**src/rtl/countdown_timer.sv**
```systemverilog
// Millisecond-resolution hh:mm:ss.mmm countdown timer with expiry flag.
// Optional feature: define AUTO_RELOAD_EN to reload the preset and keep running on expiry.
module countdown_timer #(
    parameter int unsigned TICK_DIV = 50000
) (
    input  logic       clk_i,
    input  logic       rst_i,
    input  logic       load_i,
    input  logic       start_i,
    input  logic       pause_i,
    input  logic [9:0] msec_preset,
    input  logic [5:0] sec_preset,
    input  logic [5:0] min_preset,
    input  logic [4:0] hour_preset,
    output logic [9:0] msec,
    output logic [5:0] sec,
    output logic [5:0] min,
    output logic [4:0] hour,
    output logic       running_o,
    output logic       done_o,
    output logic       expired_o
);

    localparam int unsigned DIV_W = (TICK_DIV > 2) ? $clog2(TICK_DIV) : 1;
    localparam logic [DIV_W-1:0] DIV_LAST = DIV_W'(TICK_DIV - 1);

    typedef enum logic [1:0] {
        IDLE    = 2'd0,
        RUN     = 2'd1,
        PAUSE   = 2'd2,
        EXPIRED = 2'd3
    } state_t;

    typedef struct packed {
        logic [4:0] hour;
        logic [5:0] min;
        logic [5:0] sec;
        logic [9:0] msec;
    } hms_t;

    state_t           state_q;
    hms_t             count_q;
    logic [DIV_W-1:0] div_q;
    logic             done_q;
`ifdef AUTO_RELOAD_EN
    hms_t             reload_q;
    logic             reload_pend_q;
`endif

    hms_t preset_d;
    hms_t count_dec_d;
    logic count_zero;
    logic dec_zero;

    function automatic hms_t clamp_preset(input logic [4:0] h, input logic [5:0] m,
                                          input logic [5:0] s, input logic [9:0] ms);
        hms_t r;
        r.hour = (h  > 5'd23)   ? 5'd23   : h;
        r.min  = (m  > 6'd59)   ? 6'd59   : m;
        r.sec  = (s  > 6'd59)   ? 6'd59   : s;
        r.msec = (ms > 10'd999) ? 10'd999 : ms;
        return r;
    endfunction

    // Borrow chain; an all-zero count stays at zero.
    function automatic hms_t dec_count(input hms_t c);
        hms_t r;
        r = c;
        if (c.msec != 10'd0) begin
            r.msec = c.msec - 10'd1;
        end else if (c.sec != 6'd0) begin
            r.msec = 10'd999;
            r.sec  = c.sec - 6'd1;
        end else if (c.min != 6'd0) begin
            r.msec = 10'd999;
            r.sec  = 6'd59;
            r.min  = c.min - 6'd1;
        end else if (c.hour != 5'd0) begin
            r.msec = 10'd999;
            r.sec  = 6'd59;
            r.min  = 6'd59;
            r.hour = c.hour - 5'd1;
        end
        return r;
    endfunction

    always_comb begin
        preset_d    = clamp_preset(hour_preset, min_preset, sec_preset, msec_preset);
        count_dec_d = dec_count(count_q);
        count_zero  = (count_q == '0);
        dec_zero    = (count_dec_d == '0);
    end

    always_ff @(posedge clk_i) begin
        if (rst_i) begin
            state_q       <= IDLE;
            count_q       <= '0;
            div_q         <= '0;
            done_q        <= 1'b0;
`ifdef AUTO_RELOAD_EN
            reload_q      <= '0;
            reload_pend_q <= 1'b0;
`endif
        end else begin
            done_q <= 1'b0;
            if (load_i) begin
                count_q <= preset_d;
                div_q   <= '0;
                state_q <= IDLE;
`ifdef AUTO_RELOAD_EN
                reload_q      <= preset_d;
                reload_pend_q <= 1'b0;
`endif
            end else begin
                case (state_q)
                    IDLE: begin
                        if (start_i) begin
                            div_q <= '0;
                            if (count_zero) begin
                                state_q <= EXPIRED;
                                done_q  <= 1'b1;
                            end else begin
                                state_q <= RUN;
                            end
                        end
                    end
                    RUN: begin
`ifdef AUTO_RELOAD_EN
                        // Zero is held for one cycle after done_o, then the preset comes back.
                        if (reload_pend_q) begin
                            reload_pend_q <= 1'b0;
                            div_q         <= '0;
                            if (reload_q == '0) begin
                                state_q <= EXPIRED;
                            end else begin
                                count_q <= reload_q;
                            end
                        end else
`endif
                        if (!start_i && pause_i) begin
                            state_q <= PAUSE;
                        end else if (div_q == DIV_LAST) begin
                            div_q   <= '0;
                            count_q <= count_dec_d;
                            if (dec_zero) begin
                                done_q <= 1'b1;
`ifdef AUTO_RELOAD_EN
                                reload_pend_q <= 1'b1;
`else
                                state_q <= EXPIRED;
`endif
                            end
                        end else begin
                            div_q <= div_q + DIV_W'(1);
                        end
                    end
                    PAUSE: begin
                        if (start_i) begin
                            state_q <= RUN;
                        end
                    end
                    EXPIRED: begin
                        state_q <= EXPIRED;
                    end
                    default: begin
                        state_q <= IDLE;
                    end
                endcase
            end
        end
    end

    assign msec      = count_q.msec;
    assign sec       = count_q.sec;
    assign min       = count_q.min;
    assign hour      = count_q.hour;
    assign running_o = (state_q == RUN);
    assign done_o    = done_q;
    assign expired_o = (state_q == EXPIRED);

endmodule

```
**config.mk**
```make
export PLATFORM = sky130hd
export DESIGN_NAME = countdown_timer
export DESIGN_NICKNAME = d
export VERILOG_FILES = /design/src/rtl/countdown_timer.sv
export SDC_FILE = /design/constraint.sdc
export NUM_CORES = 1
export LEC_CHECK = 0
export ABC_AREA = 1
export BUFFER_PORTS_ARGS = -buffer_cell sky130_fd_sc_hd__buf_2
export CELL_PAD_IN_SITES_DETAIL_PLACEMENT = 1
export CELL_PAD_IN_SITES_GLOBAL_PLACEMENT = 1
export CORE_AREA = 3 3 98 100
export CTS_CLUSTER_DIAMETER = 30
export DETAILED_ROUTE_END_ITERATION = 10
export DIE_AREA = 0 0 101 103
export PLACE_DENSITY_LB_ADDON = 0.1
export SYNTH_ARGS = -nofsm -noshare
export SYNTH_HDL_FRONTEND = slang
export SYNTH_SLANG_ARGS = --single-unit
```
**constraint.sdc**
```tcl
create_clock -name clk_i -period 2.1 [get_ports clk_i]
set_input_delay 0.63 -clock clk_i [delete_from_list [all_inputs] [get_ports clk_i]]
set_output_delay 0.63 -clock clk_i [all_outputs]
set_load 0.01 [all_outputs]
```
### Word-level counts from Yosys, hierarchy flattened

Cells that the tools add are included.

* register bits: 46
* input bits: 32
* output and inout bits: 30

* equality and inequality tests: 10
* $lt $le $gt $ge: 4
* muxes and demuxes: 32
* reductions and logical operators: 16
* add/subtract/negate cells: 5

Operators by type and width (count)
* 27-bit 2-to-1 mux: 5
* 16-bit 2-to-1 mux: 4
* 27-bit logical NOT: 2
* 16-bit one-hot mux with 2 select lines: 1
* 22-bit 2-to-1 mux: 1
* 10-bit 2-to-1 mux: 2
* 17-bit 2-to-1 mux: 1
* 16-bit by 1-bit adder with 16-bit output (second input constant): 1
* 16-bit == test (second input constant): 1
* 6-bit > comparator (second input constant): 2
* 2-bit 2-to-1 mux: 6
* 6-bit 2-to-1 mux: 2
* 6-bit nonzero test: 2
* 6-bit by 1-bit subtractor with 6-bit output (second input constant): 2
* 11-bit 2-to-1 mux: 1
* 10-bit > comparator (second input constant): 1
* 5-bit 2-to-1 mux: 2
* 10-bit nonzero test: 1
* 10-bit by 1-bit subtractor with 10-bit output (second input constant): 1
* 2-bit != test (second input constant): 4
* 2-bit one-hot mux with 4 select lines: 1
* 3-bit by 1-bit != test with 1-bit output (second input constant): 2
* 3-bit AND reduction: 2
* 2-bit nonzero test: 3
* other kinds (12): 17

### Longest topological paths before layout

Gate-level depths: netlist of run 1.

* depth after elaboration: 10
* mapped depth: 17
* depth with buffers taken out: 16

### Worst setup path before layout of run 1

No wires, ideal clock.

* kind: register to register
* from: register count_q, in the netlist min[0]
* to: register state_q[1]
* stages on the path, launching flop included: 17
* slack: 0.219 ns
* data arrival time: 1.815 ns
* setup time: 0.066 ns
* data required time: 2.034 ns
* path buffers: 0
* path through: dfxtp_1 > inv_1 > ha_1 > nand3_4 > nor2_8 > nand2_4 > nand2_4 > nand2_2 > nand2_1 > nand2_1 > nor2_1 > nand2_1 > nor2_1 > nand2_1 > nand2_1 > nand3_1 > a21oi_2

* word-level cells in the longest chain between the ends: 7
* elaborated cells between the ends (all ways): 16
* those cells by class: add/sub (1); eq/ne (1); mux (10); reduce/logical (4)

RTL lines
* from (decl): RTL line 42 `hms_t count_q;`
* from (signal assigned): RTL line 107 `count_q <= preset_d;`
* from (signal assigned): RTL line 144 `count_q <= count_dec_d;`
* 6-bit by 1-bit subtractor with 6-bit output (tied with other cells): RTL line 77 `r.min = c.min - 6'd1;`
* 22-bit 2-to-1 mux / 5-bit 2-to-1 mux (equally long branches): RTL line 74 `end else if (c.min != 6'd0) begin`
* 11-bit 2-to-1 mux / 16-bit 2-to-1 mux (equally long branches): RTL line 71 `end else if (c.sec != 6'd0) begin`
* 17-bit 2-to-1 mux / 10-bit 2-to-1 mux (equally long branches): RTL line 69 `if (c.msec != 10'd0) begin`
* 27-bit logical NOT: RTL line 91 `dec_zero = (count_dec_d == '0);`
* 3-bit by 1-bit != test with 1-bit output (no line)
* 4-bit AND reduction (no line)
* to (signal assigned): RTL line 96 `state_q <= IDLE;`
* to (signal assigned): RTL line 109 `state_q <= IDLE;`
* to (signal assigned): RTL line 120 `state_q <= EXPIRED;`
* to (decl): RTL line 41 `state_t state_q;`

Several ways; a longest one is shown, not always the timed one. The select of a mux whose other input is x is not followed.
A chain may end at the register's enable or synchronous reset.

### Worst setup path in the final report of run 1

* from: register count_q, in the netlist min[1]
* to: register state_q[1]

The elaborated chain is that of the path after synthesis.

==> results of run 1 <==
-- cell usage in the layout, fill, tap and decap left out, types with 3 or more instances in the layout --
cell,n
nand4_1,7
buf_4,69
nor2_1,50
a31oi_1,18
buf_12,3
a221oi_2,6
inv_4,4
nor4_1,3
nand3_4,4
o21ai_1,5
buf_2,61
o21ai_0,21
dfxtp_1,35
xor2_1,7
a21oi_1,15
nor2_2,19
nand3_1,42
nand2_2,19
nor2_4,15
ha_4,5
dfxtp_2,10
ha_1,3
nand2_4,7
buf_6,5
nand2_1,128
nand3_2,10
nor3_1,15
inv_1,50
a211oi_1,7
inv_2,13
clkbuf_8,5
-- routing by layer --
| layer | vias to the layer above | GRT usage [%] |
|---|---|---|
| met5 | - | 0 |
| met2 | 141 | 44.4 |
| li1 | 2090 | - |
| met4 | 0 | 7.87 |
| met1 | 2138 | 33.9 |
| met3 | 42 | 3.86 |
-- state kept, by name, summed over array words and instances, names as in the netlist --
register,cells
div_q,16
done_o,1
hour,5
min,6
msec,10
sec,6
state_q,2
-- repair_timing --
item / 4_1_cts / 5_1_grt
pin swaps: 6 / 49
buffers inserted: 4 / 24
gates resized for setup: 24 / 111
endpoints found under the setup margin: 14 / 31
-- final cells by class --
| cell class | instances | area (um^2) |
|---|---|---|
| repair buffers | 139 | 955 |
| clock inverters | 2 | 37.5 |
| flip-flops and latches | 46 | 937 |
| well taps | 108 | 135 |
| clock buffers | 6 | 72.6 |
| multi-input cells | 426 | 2580 |
| inverters | 67 | 262 |
| fillers | 1190 | 3780 |
-- kinds of logic (layout without fill, tap and decap cells) --
| group | count (synthesis) | in the layout | share of synthesized area (%) |
|---|---|---|---|
| flip-flops | 46 | 46 | 26.8 |
| buffers and inverters | 83 | 214 | 9.39 |
| adder cells (fa/ha/maj) | 8 | 8 | 2.91 |
| XOR/XNOR | 9 | 9 | 2.29 |
| AO/OA/AOI/OAI | 81 | 81 | 14.1 |
| AND/OR/NAND/NOR | 328 | 328 | 44.5 |
-- worst paths after layout --
| check | startpoint | endpoint | slack (ns) | cells past startpoint |
|---|---|---|---|---|
| setup / recovery | min[1] | state_q[1] | -0.15 | 15 |
| hold / removal | div_q[15] | div_q[15] | 0.50 | 2 |
| setup reg to reg | min[1] | state_q[1] | -0.15 | 15 |
| hold reg to reg | div_q[15] | div_q[15] | 0.50 | 2 |
-- critical path: stages, from the launching register on --
cell and delay, ns:
dfxtp_4 0.38, inv_4 0.07, ha_4 0.16, nand3_4 0.17, nor2_8 0.19, buf_4 0.14
nand2_4 0.06, nand2_1 0.13, nand2_1 0.09, nor2_1 0.10, nand3_1 0.10, nor2_1 0.19
nand2_2 0.12, nand2_2 0.08, nand3_2 0.06, a21oi_2 0.14
-- report_power, final --
group / switching [W] / internal (W)
registers: 0.0000487 / 0.000908
logic: 0.000663 / 0.000426
clock network: 0.000370 / 0.000357
total: 0.00108 / 0.00169
-- per-stage QoR --
step	hold WS (ns)	utilization [%]	TNS, ns	setup slack [ns]
final	0.505	56.8	-0.270	-0.151
after global routing	0.542	56.8	-2.12	-0.270
after CTS	0.506	50.6	-0.00584	-0.00584
after detailed placement	0.491	48.0	-0.259	-0.115
after global placement	0.454	48.0	-0.130	-0.0676
after floorplan	0.445	-	0	0.219
==> results.md, run 1 <==
- Total congestion overflow: 0
- Sequential fraction of the synthesis area: between 20% and 30%
- Setup Viol. Count Final: 2
- RSZ-0062 raised after global routing: yes
- All-layer global routing usage: 26.0%
- EDFF count, synth: 0
- Row count: 34
- IR drop worst, VDD: 264 uV
- Proportion of layout cells with a drive suffix above 1: around 40%
- Finished Layout Cells: 794
- Core ar.: around 9000 um^2
- Clock sinks: between 40 and 50
- Design area: 4980 um^2
- Worst Skew: about 0.011 ns
- Worst setup margin: -0.151 ns
- Total power: 0.00277 W
- Dpl cell area: between 4000 and 5000 um^2
- Die area: about 10000 um^2
- Clock Tree Buf Depth: 2
- Fin. Hold Viols: 0
- Initial DRC Count: approximately 170
- CTS Buf Count: 5
- Hold_buf cts: 0
- Mapped Cells: between 500 and 600
- Dpl hpwl: 10.2 mm
- Synth unique cells: 37
- Metal3 WL: around 730 um
- Mapped cell area: 3440 um^2
- Failing checks: setup timing
- Synth top cells by count: nand2_1, nor2_1, inv_1
- Max FO, Critical Path: 6
- Fin crit period: around 2.3 ns
- H-tree depth: 2
- Ys flop type: dfxtp_1
- Hold Path Class: flip-flop to flip-flop
- Initial antenna violation count: 0
- First-pass GRT wire length: roughly 22 mm
- Wl on met1: 6.45 mm
- Routed Antenna Nets: 0
- Area grow syn2layout: 44.9%
- Routability Congestion: 0.889
- Final period util: 107%
- Synthesized netlist net count: slightly below 600
- Avg WL per Cell: 19.3 um
- CP required: 2.36 ns
- Placed cells: between 700 and 800
- DRT Wirelength: 15.3 mm
- Starting density of the core: about 39%
- Number of max-cap violations: 0
- Met2 Wirelength: approximately 7.7 mm
- Vias in the first global route: between 4k and 5k
- Die height: just over 100 um
- Outcome: complete, but fails checks
- DRT Pass-1 Iters: 4
- Clk_lat worst skew: around 0.32 ns
- Pwr dens: around 560 nW/um^2
- Max Fclk: between 0.4 and 0.5 GHz
- CTS root buffer: clkbuf_8
- Worst slew pin tran: between 0.4 and 0.5 ns
- # DRC: 0
- Lkg Pwr: around 2.3 nW
- Setup crit start kind: flip-flop
- #FFs+latches synth: 46
- Most frequent cell after synthesis: nand2_1
- Max-slew violation count: 0
- Ports: 62
- Syn Area/Cell: around 6.2 um^2
- Yosys warning count: 0
- Worst slew margin: a little over two thirds
- CP arrival: between 2 and 3 ns
- Die width: around 100 um
- Post-synthesis async set-or-reset flop share: 0%
- Via/cell ratio: 5.56
- CTS clock-pin slew for the worst setup and hold paths: about 0.11 ns
- Largest net degree at the start of global routing: 27
- Buffers added on ports: 61
- Inserted Diodes: 0
- CTS tree: yes
- Top sig layer: met4
- Crit Path Class: flip-flop to flip-flop
- Fin nets: about 730
- Post-synth top area cell: dfxtp_1
- Post-synth top area share: 26.8%
- Vias: between 4k and 5k
- Synth top area cells: dfxtp_1, nand2_1, nor2_1
- CP endpoint kind: flip-flop
No activity file was read; power rests on OpenSTA's default activity.
==> inputs of run 2 (changes only) <==
Settings changed: SETUP_SLACK_MARGIN set to 0.05.
==> results.md, run 2 (synthesis results as in run 1) <==
- Total congestion overflow: 0
- Routed Antenna Nets: 0
- R2r worst-path depth: 14
- Max FO, Critical Path: 5
- DRT Wirelength: approximately 14 mm
- First-pass GRT wire length: around 22 mm
- CP arrival: 2.38 ns
- Max reg flops: 16
- Dpl cell area: about 4200 um^2
- Met2 Usage GRT: approximately 45%
- Area grow syn2layout: 42.5%
- Largest net degree at the start of global routing: 27
- Max-slew violation count: 0
- Initial DRC Count: 150
- Starting density of the core: between 30% and 40%
- Pre-CTS setup slack: -0.115 ns
- Worst setup margin: -0.0218 ns
- Hold Path Class: flip-flop to flip-flop
- Design area: a little under 5000 um^2
- Clock sinks: 46
- Initial antenna violation count: 0
- Hold depth: 2
- Final period util: 101%
- Clock Tree Buf Depth: 2
- Hold path startpoint: div_q[15]
- Row count: 34
- Setup crit start kind: flip-flop
- Total negative slack: -0.0218 ns
- CTS Buf Count: 5
- Finished Layout Cells: just under 800
- Number of max-cap violations: 0
- Worst slew margin: between 70 and 80%
- Most common cell after layout, fill and taps aside: nand2_1
- Dpl hpwl: 10.2 mm
- Reg-to-reg startpoint: msec[1]
- Fill cells: approximately 1.2k
- IR drop worst, VDD: ~260 uV
- Routability Congestion: 0.889
- Outcome: complete, but fails checks
- Buffers added on ports: 61
- All-layer global routing usage: 26.2%
- Fin crit period: approximately 2.1 ns
- CTS clock-pin slew for the worst setup and hold paths: 0.10 ns
- Vias: roughly 4.3k
- Core Util, Final: 55.9%
- Placed cells: 758
- Die height: about 100 um
- Fin nets: 720
- Reg with most FFs: div_q
- Pwr dens: 551 nW/um^2
- Ports: 62
- Commonest non-fill, non-tap cells in the layout: nand2_1, buf_4, buf_2
- DRT Pass-1 Iters: 4
- CP endpoint kind: flip-flop
- Hold_buf cts: 0
- Failing checks: setup timing
- Clk_lat worst skew: roughly 0.32 ns
- GR met3 Demand/Resource: between 3 and 4%
- Lkg Pwr: roughly 2.3 nW
- GRT busiest layer: met2
- # DRC: 0
- Vias in the first global route: roughly 4.4k
- Worst slew pin tran: 0.392 ns
- Core ar.: 8760 um^2
- Setup Viol. Count Final: 1
- CP required: about 2.4 ns
- Proportion of layout cells with a drive suffix above 1: a little under two fifths
- Inserted Diodes: 0
- RSZ-0062 raised after global routing: yes
- Die width: between 100 and 150 um
- Via/cell ratio: ~5.4
- Fin. Hold Viols: 0
- CTS root buffer: clkbuf_8
- H-tree depth: 2
- CTS tree: yes
- Avg WL per Cell: ~18 um
- Die area: between 10000 and 15000 um^2
- Crit Path Class: flip-flop to flip-flop
- CP Launch Point: msec[1]
- Met1 Use GR: 34.2%
- Worst Skew: between 0.008 and 0.009 ns
- Max Fclk: between 0.4 and 0.5 GHz
## run 2: path summary, 6_finish.rpt
| kind | to | slack [ns] |
|---|---|---|
| max | state_q[1] | -0.02 |
| min | div_q[15] | 0.50 |
| max reg2reg | state_q[1] | -0.02 |
| min reg2reg | div_q[15] | 0.50 |
## run 2: layer usage
metal	vias to the layer above	part of all wire, %
met3	34	3.7
met4	0	2.0
met1	2068	45
met2	114	50
li1	2084	-
met5	-	0
## run 2: where the power goes
part,switching [W],leakage [nW],total [W],internal (W)
Combinational,0.000622,1.86,0.00102,0.000397
Clock,0.000371,0.0514,0.000727,0.000357
Sequential,0.0000464,0.381,0.000954,0.000908
## run 2: final cells by class
type | count | area (um^2) | area share, %
clock buffer | 6 | 72.6 | 1.48
multi-input combinational | 426 | 2540 | 51.9
inverter | 67 | 264 | 5.39
sequential | 46 | 940 | 19.2
timing repair buffer | 134 | 910 | 18.6
tap | 108 | 135 | 2.76
clock inverter | 2 | 37.5 | 0.766
## run 2: repair_timing
| item | CTS | global route |
|---|---|---|
| gates resized for setup | 44 | 74 |
| pin swaps | 12 | 41 |
| setup buffers | 12 | 12 |
| setup endpoints to repair | 26 | 31 |
## run 2: critical path, cell delays in order, from the launching register on
cell and delay, ns:
dfxtp_2 0.35, inv_4 0.08, ha_4 0.16, nand3_1 0.13, nor2_4 0.24, nand2_1 0.12
o21ai_2 0.16, nand3_1 0.12, nor2_2 0.16, nand2_2 0.07, nor2_2 0.11, nand2_2 0.08
nand2_2 0.07, nand3_2 0.06, a21oi_2 0.13
## run 2: through the flow
step / total power [W] / hold WS [ns]
finish: 0.00270 / 0.498
global route: 0.00284 / 0.534
CTS: 0.00259 / 0.506
detailed placement: 0.00178 / 0.491
global placement: 0.00175 / 0.454
floorplan: 0.00147 / 0.445
==> inputs of run 3 (changes only) <==
Settings changed: ABC_AREA 1 to unset, CORE_AREA 3 3 98 100 to 3 3 95 97, DIE_AREA 0 0 101 103 to 0 0 98 100.
==> results.md, run 3 <==
- Outcome: complete, but fails checks
- Failing checks: setup timing
- Clock Tree Buf Depth: 2
- Max reg flops: 16
- Die width: just under 100 um
- #FFs+latches synth: 46
- H-tree depth: 2
- Buffers added on ports: ~60
- EDFF count, synth: 0
- Area grow syn2layout: 59.8%
- Met1 Use GR: 37.3%
- Reg with most FFs: div_q
- Fin nets: between 600 and 700
- Total power: ~0.0026 W
- Synth top area cells: dfxtp_1, a21oi_1, nor2_1
- Fin. Hold Viols: 0
- Via/cell ratio: approximately 6.3
- Pre-CTS setup slack: -0.348 ns
- Core Util, Final: between 60% and 70%
- Crit Path Class: flip-flop to flip-flop
- Ys flop type: dfxtp_1
- Reg area: ~930 um^2
- Hold path startpoint: div_q[14]
- Max Fclk: around 0.40 GHz
- DRT Wirelength: roughly 18 mm
- Dpl cell area: ~4600 um^2
- Mapped Cells: between 400 and 500
- IR drop worst, VDD: roughly 340 uV
- Avg WL per Cell: about 24 um
- # DRC: 0
- Worst setup margin: -0.407 ns
- Setup crit start kind: flip-flop
- Synthesized netlist net count: between 400 and 500
- Number of max-cap violations: 0
- Setup Viol. Count Final: 25
- DRT Pass-1 Iters: 5
- Design area: ~5400 um^2
- Die height: 100 um
- CTS Buf Count: 5
- Largest net degree at the start of global routing: 18
- Multi-input combinational cell area: approximately 2700 um^2
- Clk_lat worst skew: about 0.32 ns
- Row count: 33
- Most frequent cell after synthesis: nor2_1
- Clock sinks: 46
- R2r worst-path depth: 10
- Commonest non-fill, non-tap cells in the layout: buf_4, buf_2, nor2_1
- Dpl hpwl: between 10 and 15 mm
- Mapped cell area: 3360 um^2
- Worst slew pin tran: 0.620 ns
- Worst slew margin: about three fifths
- Worst Skew: about 0.010 ns
- CP arrival: 2.72 ns
- Yosys warning count: 0
- CP Launch Point: sec[1]
- Routability Congestion: 0.925
- Proportion of layout cells with a drive suffix above 1: around half
- Final period util: 119%
- CTS tree: yes
- Fill cells: approximately 990
- CP required: around 2.3 ns
- Lkg Pwr: around 2.3 nW
- Syn Area/Cell: about 7.5 um^2
- CTS clock-pin slew for the worst setup and hold paths: approximately 0.1 ns
- GRT busiest layer: met2
- Die area: roughly 9800 um^2
- CTS root buffer: clkbuf_8
- Vias: between 4k and 5k
- Finished Layout Cells: roughly 740
- Hold depth: 2
- Sequential fraction of the synthesis area: roughly 27%
- Inserted Diodes: 0
- Met2 Usage GRT: approximately 55%
- All-layer global routing usage: between 30% and 40%
- Most common cell after layout, fill and taps aside: buf_4
- Initial DRC Count: approximately 330
- Fin crit period: approximately 2.5 ns
- Post-synthesis async set-or-reset flop share: 0%
- Max-slew violation count: 0
- Pwr dens: approximately 500 nW/um^2
- Total congestion overflow: 0
- Routed Antenna Nets: 0
- Max FO, Critical Path: 3
- RSZ-0062 raised after global routing: yes
- Post-synth top area share: between 20% and 30%
- Synth unique cells: 66
- Reg2Reg Setup Slack: -0.41 ns
- Synth top cells by count: nor2_1, dfxtp_1, a21oi_1, nand2_1, o21ai_0
- Hold Path Class: flip-flop to flip-flop
- Reg-to-reg startpoint: sec[1]
- Starting density of the core: 40.9%
- Placed cells: 704
- Ports: 62
- Initial antenna violation count: 0
- Vias in the first global route: around 4.8k
- Post-synth top area cell: dfxtp_1
- First-pass GRT wire length: around 25 mm
- CP endpoint kind: flip-flop
- GR met3 Demand/Resource: under 10%
- Core ar.: 8220 um^2
## run 3: changes by cell type in the layout (fill, tap and decap cells not counted), sizes merged, moves of 23 or more
cell   delta
nand2   -115
nor2     -33
nand3    -44
inv      -47
buf      +71
a21oi    +23
## run 3: layer usage
layer  wire length, um  part of all wire, %  up-vias
met4               849                  4.8        0
met5                 0                    0        -
met3              1160                  6.6       76
li1                  -                    -     2029
met1              6900                   39     2283
met2              8790                   50      262
## run 3: final timing paths
kind,end
max reg2reg,done_o
max,done_o
min reg2reg,div_q[14]
min,div_q[14]
## run 3: timing repair
action                                  in CTS  in global routing
setup buffers                               17                 10
endpoints found under the setup margin      26                 29
cloned                                       2                  0
hold buffers                                 0                  0
pin swaps                                   42                 18
resized for setup                           71                 35
## run 3: cell type report
class                      instances  area share [%]
inverter                          20            1.49
timing repair buffer             205            26.8
multi-input combinational        357            50.2
tap                              105            2.45
clock buffer                       5            1.28
sequential                        46            17.4
clock inverter                     3           0.396
## run 3: critical path, stage by stage (launching register included)
cell,delay [ns]
dfxtp_1,0.33
inv_1,0.11
ha_1,0.22
nor2b_4,0.18
nand4_1,0.19
buf_4,0.22
or4_1,0.54
nand4_1,0.21
a2111oi_4,0.11
a31oi_1,0.23
nor3_2,0.06
## run 3: logic make-up (layout without fill, tap and decap cells)
logic type,count (synthesis),after routing,synth area share (%)
xor+xnor,13,13,3.39
fa+ha+maj,8,8,2.98
mux,6,6,1.79
buf+inv,47,233,6.33
compound gates,129,129,25.6
flops,46,46,27.4
simple gates,200,201,32.5
## run 3: power by group
| group | switching (W) | internal (W) | total, W |
|---|---|---|---|
| Clock | 0.000364 | 0.000235 | 0.000599 |
| Sequential | 0.0000391 | 0.000909 | 0.000948 |
| Combinational | 0.000603 | 0.000471 | 0.00107 |
## run 3: metrics by stage
step	hold slack, ns	TNS (ns)
final	0.537	-2.62
after global routing	0.557	-4.70
after CTS	0.499	-0.586
after global placement	0.473	-1.55
after detailed placement	0.488	-2.70
after floorplan	0.441	-0.274
